==> src/rtl/rr_sel_arb4_pkg.sv <==
// Shared types and the rotating-priority pick function for the round-robin arbiter family.
package rr_sel_arb4_pkg;

   localparam int NREQ = 4;

   typedef enum logic {
      IDLE = 1'b0,
      BUSY = 1'b1
   } arb_state_t;

   typedef struct packed {
      logic       found;
      logic [1:0] idx;
   } pick_t;

   // Walk downwards so the index closest to start is the last one written and wins.
   function automatic pick_t rr_pick(input logic [NREQ-1:0] req, input logic [1:0] start);
      pick_t      p;
      logic [1:0] idx;
      p.found = 1'b0;
      p.idx   = 2'd0;
      for (int k = NREQ - 1; k >= 0; k--) begin
         idx = start + 2'(k);
         if (req[idx]) begin
            p.found = 1'b1;
            p.idx   = idx;
         end
      end
      return p;
   endfunction

endpackage

==> src/rtl/rr_sel_arb4_prio_enc4.sv <==
// Combinational rotate + priority encode: first set request at or after start, wrapping.
module rr_prio_enc4
   import rr_sel_arb4_pkg::*;
(
   input  logic [NREQ-1:0] req,
   input  logic [1:0]      start,
   output logic            found,
   output logic [1:0]      idx
);

   pick_t pick;

   always_comb begin
      pick  = rr_pick(req, start);
      found = pick.found;
      idx   = pick.idx;
   end

endmodule

==> src/rtl/rr_sel_arb4.sv <==
// Registered 4-way round-robin arbiter driving the select of a 4:1 mux, with a hold-time cap.
module rr_sel_arb4
   import rr_sel_arb4_pkg::*;
#(
   parameter int MAX_HOLD = 8,
   parameter int CW       = $clog2(MAX_HOLD + 1)
) (
   input  logic            clk,
   input  logic            rst_n,
   input  logic [NREQ-1:0] req,
   output logic [NREQ-1:0] gnt,
   output logic [1:0]      sel,
   output logic            gnt_vld
);

   localparam logic [CW-1:0] HOLD_LIM = CW'(MAX_HOLD);

   arb_state_t    state, state_nxt;
   logic [1:0]    ptr, ptr_nxt;
   logic [1:0]    sel_nxt;
   logic [CW-1:0] cnt, cnt_nxt;
   logic          win_found;
   logic [1:0]    win_idx;
   logic          keep;

   // ptr always equals sel while busy, so one encoder serves both fresh grants and releases.
   rr_prio_enc4 u_enc (
      .req   (req),
      .start (ptr + 2'd1),
      .found (win_found),
      .idx   (win_idx)
   );

   always_ff @(posedge clk or negedge rst_n) begin
      if (!rst_n) begin
         state <= IDLE;
         ptr   <= 2'd3;
         sel   <= 2'd0;
         cnt   <= '0;
      end else begin
         state <= state_nxt;
         ptr   <= ptr_nxt;
         sel   <= sel_nxt;
         cnt   <= cnt_nxt;
      end
   end

   assign keep = (state == BUSY) && req[sel] && (cnt != HOLD_LIM);

   // A release re-arbitrates in the same edge so there is never an idle bubble between grants.
   always_comb begin
      state_nxt = state;
      ptr_nxt   = ptr;
      sel_nxt   = sel;
      cnt_nxt   = cnt;
      if (keep) begin
         cnt_nxt = cnt + CW'(1);
      end else if (win_found) begin
         state_nxt = BUSY;
         ptr_nxt   = win_idx;
         sel_nxt   = win_idx;
         cnt_nxt   = CW'(1);
      end else begin
         state_nxt = IDLE;
         cnt_nxt   = '0;
      end
   end

   always_comb begin
      gnt     = '0;
      gnt_vld = 1'b0;
      if (state == BUSY) begin
         gnt[sel] = 1'b1;
         gnt_vld  = 1'b1;
      end
   end

endmodule

==> config.mk <==
export PLATFORM = sky130hd
export DESIGN_NAME = rr_sel_arb4
export DESIGN_NICKNAME = d
export VERILOG_FILES = /design/src/rtl/rr_sel_arb4_pkg.sv /design/src/rtl/rr_sel_arb4_prio_enc4.sv /design/src/rtl/rr_sel_arb4.sv
export SDC_FILE = /design/constraint.sdc
export NUM_CORES = 1
export LEC_CHECK = 0
export CAP_MARGIN = 20
export CORE_MARGIN = 2
export CORE_UTILIZATION = 23
export CTS_CLUSTER_DIAMETER = 40
export DETAILED_ROUTE_END_ITERATION = 8
export GPL_TIMING_DRIVEN = 1
export HOLD_SLACK_MARGIN = 0.05
export MAX_ROUTING_LAYER = met4
export SLEW_MARGIN = 20
export SYNTH_ARGS = -nofsm -noshare
export SYNTH_HDL_FRONTEND = slang
export SYNTH_HIERARCHICAL = 1
export SYNTH_SLANG_ARGS = --single-unit
==> constraint.sdc <==
create_clock -name clk -period 1.5 [get_ports clk]
set_input_delay 0.375 -clock clk [delete_from_list [all_inputs] [get_ports clk]]
set_output_delay 0.375 -clock clk [all_outputs]
set_load 0.05 [all_outputs]
# [Word level (Yosys, flattened, before mapping)]
# Index checks and enable logic that the tools add are counted.
[word_totals] output_inout_bits=7 in_bits=6 reg_bits=9 elab_cells=42
[classes] n_bitwise=1 n_reduce_logical=4 addsub=5 order_cmp=6 eq_ne=1 muxes=21
[ops] operator="$lt A2 B3 Y1 const B" count=5
[ops] operator="$mux W3" count=4
[ops] operator="$bmux W1 S2" count=5
[ops] operator="$mux W1" count=9
[ops] operator="$mux W4" count=2
[ops] operator="$add A2 B1 Y2 const B" count=2
[ops] operator="$add A2 B2 Y2 const B" count=2
[ops] operator="$add A4 B1 Y4 const B" count=1
[ops] operator="$ne A4 B4 Y1 const B" count=1
[ops] operator="$logic_and A1 B1 Y1" count=3
[ops] operator="$demux W1 S2" count=1
[ops] operator="$ge A2 B1 Y1 const B" count=1
[ops] operator="$reduce_and A2 Y1" count=1
[ops] operator="$not A1 Y1" count=1

# [Logic depth before layout (Yosys ltp)]
[logic_depth] depth_word=10 ltp_mapped=7 depth_no_buf=7

# [Modules after synthesis]
# The synthesis kept the hierarchy.
[modules_own_cells] module="rr_sel_arb4" n_inst=1 area_each_um2=503.0 seq_area_each_um2=227.7 cells_each=45
[modules_own_cells] module="rr_prio_enc4" n_inst=1 area_each_um2=81.3 seq_area_each_um2=0.0 cells_each=15

# [Worst setup path before layout]
# Ideal clock, no wire load.
[synth_timing] path_kind="register to output" from="register state" to="output port gnt[0]" path_stages_with_launch=2 n_path_buf=0 setup_slack_ns=-0.849 required_ns=1.125 arrival_ns=1.974 path_cell_list="dfrtp_1 -> nor3b_1"
[synth_via] elab_chain_len=1
[synth_lines] item="start, declared" line_no="rr_sel_arb4.sv:18" text="arb_state_t state, state_nxt;"
[synth_lines] item="start signal, assigned" line_no="rr_sel_arb4.sv:41" text="state <= state_nxt;"
[synth_lines] item="$mux W4" line_no="rr_sel_arb4.sv:72" text="if (state == BUSY) begin"
[synth_lines] item="end, declared" line_no="rr_sel_arb4.sv:11" text="output logic [NREQ-1:0] gnt,"
# No other way between the ends.

# [Worst setup path after layout]
[layout_timing] from="register sel[0]" to="output port gnt[0]"
[layout_via] elab_chain_len=5 elab_cells_between_ends=6 classes_between="order compare: 2; mux: 3; reduce/logical: 1"
[layout_lines] item="start, declared" line_no="rr_sel_arb4.sv:12" text="output logic [1:0] sel,"
[layout_lines] item="start signal, assigned" line_no="rr_sel_arb4.sv:43" text="sel <= sel_nxt;"
[layout_lines] item="$lt A2 B3 Y1 (implied by the code) or $ge A2 B1 Y1 (tied branches)" line_no="rr_sel_arb4.sv:73" text="gnt[sel] = 1'b1;"
[layout_lines] item="$logic_and A1 B1 Y1 (implied by the code)" line_no="rr_sel_arb4.sv:73"
[layout_lines] item="$mux W1 (implied by the code)" line_no="rr_sel_arb4.sv:73"
[layout_lines] item="$demux W1 S2 *" line_no="rr_sel_arb4.sv:73"
[layout_lines] item="$mux W4 *" line_no="rr_sel_arb4.sv:72"
# Mark *: on every way between the ends. The rest lies on a longest branch, timed or not.

==> key figures <==
Outcome
  – Outcome: finished with violations
  – Failing checks: negative setup slack

Synthesis
  – Area contributors post-synth: dfrtp_1 30%, mux2_2 9.6%, dfstp_2 9.0%
  – Async S/R FF share, synth: between 90% and 100%
  – Synth top cells by count: 8 x inv_1, 7 x dfrtp_1, 6 x nor2_1, 5 x mux2_2
  – Sequential share of the synthesized area: 39.0%
  – Syn nets: 68
  – Mapped Cells: 60
  – Post-synth top area cell: dfrtp_1
  – Post-Syn Area: slightly below 600 um2
  – Yosys top cell area share: 30.0%
  – Syn. warnings: 6
  – Seq cells post-synth: 9
  – Post-synth cell types: 25
  – Post-synth EDFFs: 0
  – Most frequent cell after synthesis: inv_1
  – Mean post-synth cell area: 9.74 um2
  – Synth Flop Type: dfrtp_1

STA
  – Setup TNS: -0.773 ns
  – RSZ-0062 raised after global routing: true
  – Fin crit period: around 1.6 ns
  – # setup viols final: 8
  – Worst hold margin: ~0.4 ns
  – Crit share post-route: 109%
  – Tightest Pin Transition: 0.398 ns
  – Fin worst setup slack: -0.135 ns
  – Slew HR: 73.4%
  – Setup Skew: approximately 0.0013 ns
  – Max Slew Vio Count: 0
  – Count of final hold-check violations: 0
  – FMAX: 0.612 GHz

Floorplan
  – CORE AREA: between 2000 and 2500 um2
  – Num rows: 18
  – Starting Density: 24.0%
  – Die X: about 54 um
  – Die Area: 2960 um2
  – Die H: 54.4 um
  – I/O pin cnt: 13

Global routing
  – Total global routing overflow: 0
  – Initial antenna violation count: 0
  – Total GRT Usage: between 10% and 20%
  – Vias in the first global route: 549
  – Largest net degree at the start of global routing: 10
  – Global-route wire length before repair: ~2300 um

Clock network
  – H-tree Lvls: 1
  – Clk_lat worst skew: 0.26 ns
  – CTS Buf Count: 3
  – CTS max path bufs: 2
  – Root Driver: clkbuf_4
  – Clk sinks: 9
  – CTS tree: done
  – Clk slew on worst S/H paths: around 0.06 ns

Final layout
  – Fillers: 250
  – Post-route cell area: 1010 um2
  – Layout Nets: about 100
  – Final core utilization: roughly two fifths
  – Non-filler cells, final: ~120
  – P&R area growth vs syn: 73.2%
  – Proportion of layout cells with a drive suffix above 1: 52.2%
  – Ant diodes: 0

Setup path
  – Slowest stage cell, crit path: dfrtp_4
  – Worst-path cell chain: buf_6, nor3b_4, buf_12
  – Critical path type: register to primary output
  – CP Capture Type: primary output
  – Max stage delay on crit path: 0.49 ns
  – Critical Path Fanout Max: 5
  – Worst R2R Path Depth: 3
  – Reg-to-Reg End: sel[1]
  – CP startpoint kind: register
  – R2r setup slk: -0.13 ns
  – FF-to-FF Start: sel[0]
  – Worst EP arrival: about 1.3 ns
  – Worst endpoint required time: around 1.1 ns

Route
  – Vias per Instance: between 4 and 5
  – 1st-iter DRT viols: 6
  – Drt first pass iters: 4
  – Residual DRC count: 0
  – Final wirelength: about 1400 um
  – Via count: 550
  – DRT antenna net count: 0
  – Per-cell routed wire length: about 12 um

Power and ir drop
  – Leakage: around 0.47 nW
  – Pwr dens: around 2300 nW/um2
  – Worst vdd rail ir drop: between 0.001 and 0.0015 V
  – Total power: ~2.3 mW

Placed design
  – Worst slack at placement: -0.496 ns
  – I/O Buffers: 12
  – HPWL after DPL: roughly 1100 um
  – GPL Wtd Cong: 0.798
  – Placed cell count: around 110
  – DP Area: ~930 um2

Job
  – # Max-Cap Violations: 0

Hold path
  – Min-Delay Path Class: input pin to async pin
## worst max-delay path by stage
stage | startpoint | end | slack [ns] | cells after the start
floorplan | sel[0] | sel[1] | -0.27 | 3
global placement | req[3] | sel[1] | -0.49 | 4
detailed placement | req[3] | ptr[0] | -0.50 | 4
CTS | sel[0] | sel[1] | -0.16 | 3
global route | sel[0] | ptr[1] | -0.18 | 3
finish | sel[0] | gnt[0] | -0.14 | 3
## metal layers
metal	wire length, um	global-route usage [%]
met5	0	-
met4	10	3.75
met3	61	3.28
met2	712	17.5
met1	624	13.8
## logic make-up after synthesis
family	after synthesis	share of synthesized area, %
buffers and inverters	9	5.78
adder cells (fa/ha/maj)	2	4.28
flip-flops	9	39.0
multiplexers	6	13.5
AND/OR/NAND/NOR	20	17.8
XOR/XNOR	3	4.50
AO/OA/AOI/OAI	11	15.2
## area by class of cell
cell class | instances | area (um2) | share of cell area [%]
Clock buffer | 4 | 26.3 | 2.60
Inverter | 8 | 30.0 | 2.97
Multi-Input combinational cell | 42 | 360 | 35.6
Sequential cell | 9 | 234 | 23.1
Tap cell | 30 | 37.5 | 3.71
Timing Repair Buffer | 29 | 324 | 32.0
## cell usage in the layout (no fill, tap or decap), drive strengths merged, types with 2 or more instances in the layout
cell and count:
buf 24, xor2 2, dfrtp 7, clkbuf 4, nand3 3, inv 8, ha 2, dfstp 2
mux2 5, nand2 4, nand2b 2, o21ai 2, dlygate4sd2 4, nor2 6, a21oi 4
## state kept, by name, indices dropped and copies added (netlist names)
name,count
sel,2
cnt,4
state,1
ptr,2
## power breakdown
part           switching (mW)  total, mW  internal (mW)
Combinational           0.789       1.65          0.864
Clock                  0.0811      0.183          0.102
Sequential             0.0824      0.458          0.375
Total                   0.953       2.29           1.34
## repair_timing
item	in CTS	in global routing
hold endpoints to repair	0	0
endpoints found under the setup margin	9	10
hold buffers	0	0
buffers inserted	3	1
gates resized for setup	12	1
pin swaps	6	1
## critical path, delay by kind of cell, from the launching register on
kind	cells	cell delay (ns)
buffers and inverters	2	0.30
AND/OR/NAND/NOR	1	0.21
flip-flops	1	0.49
Power figures use the tool's default switching activity.
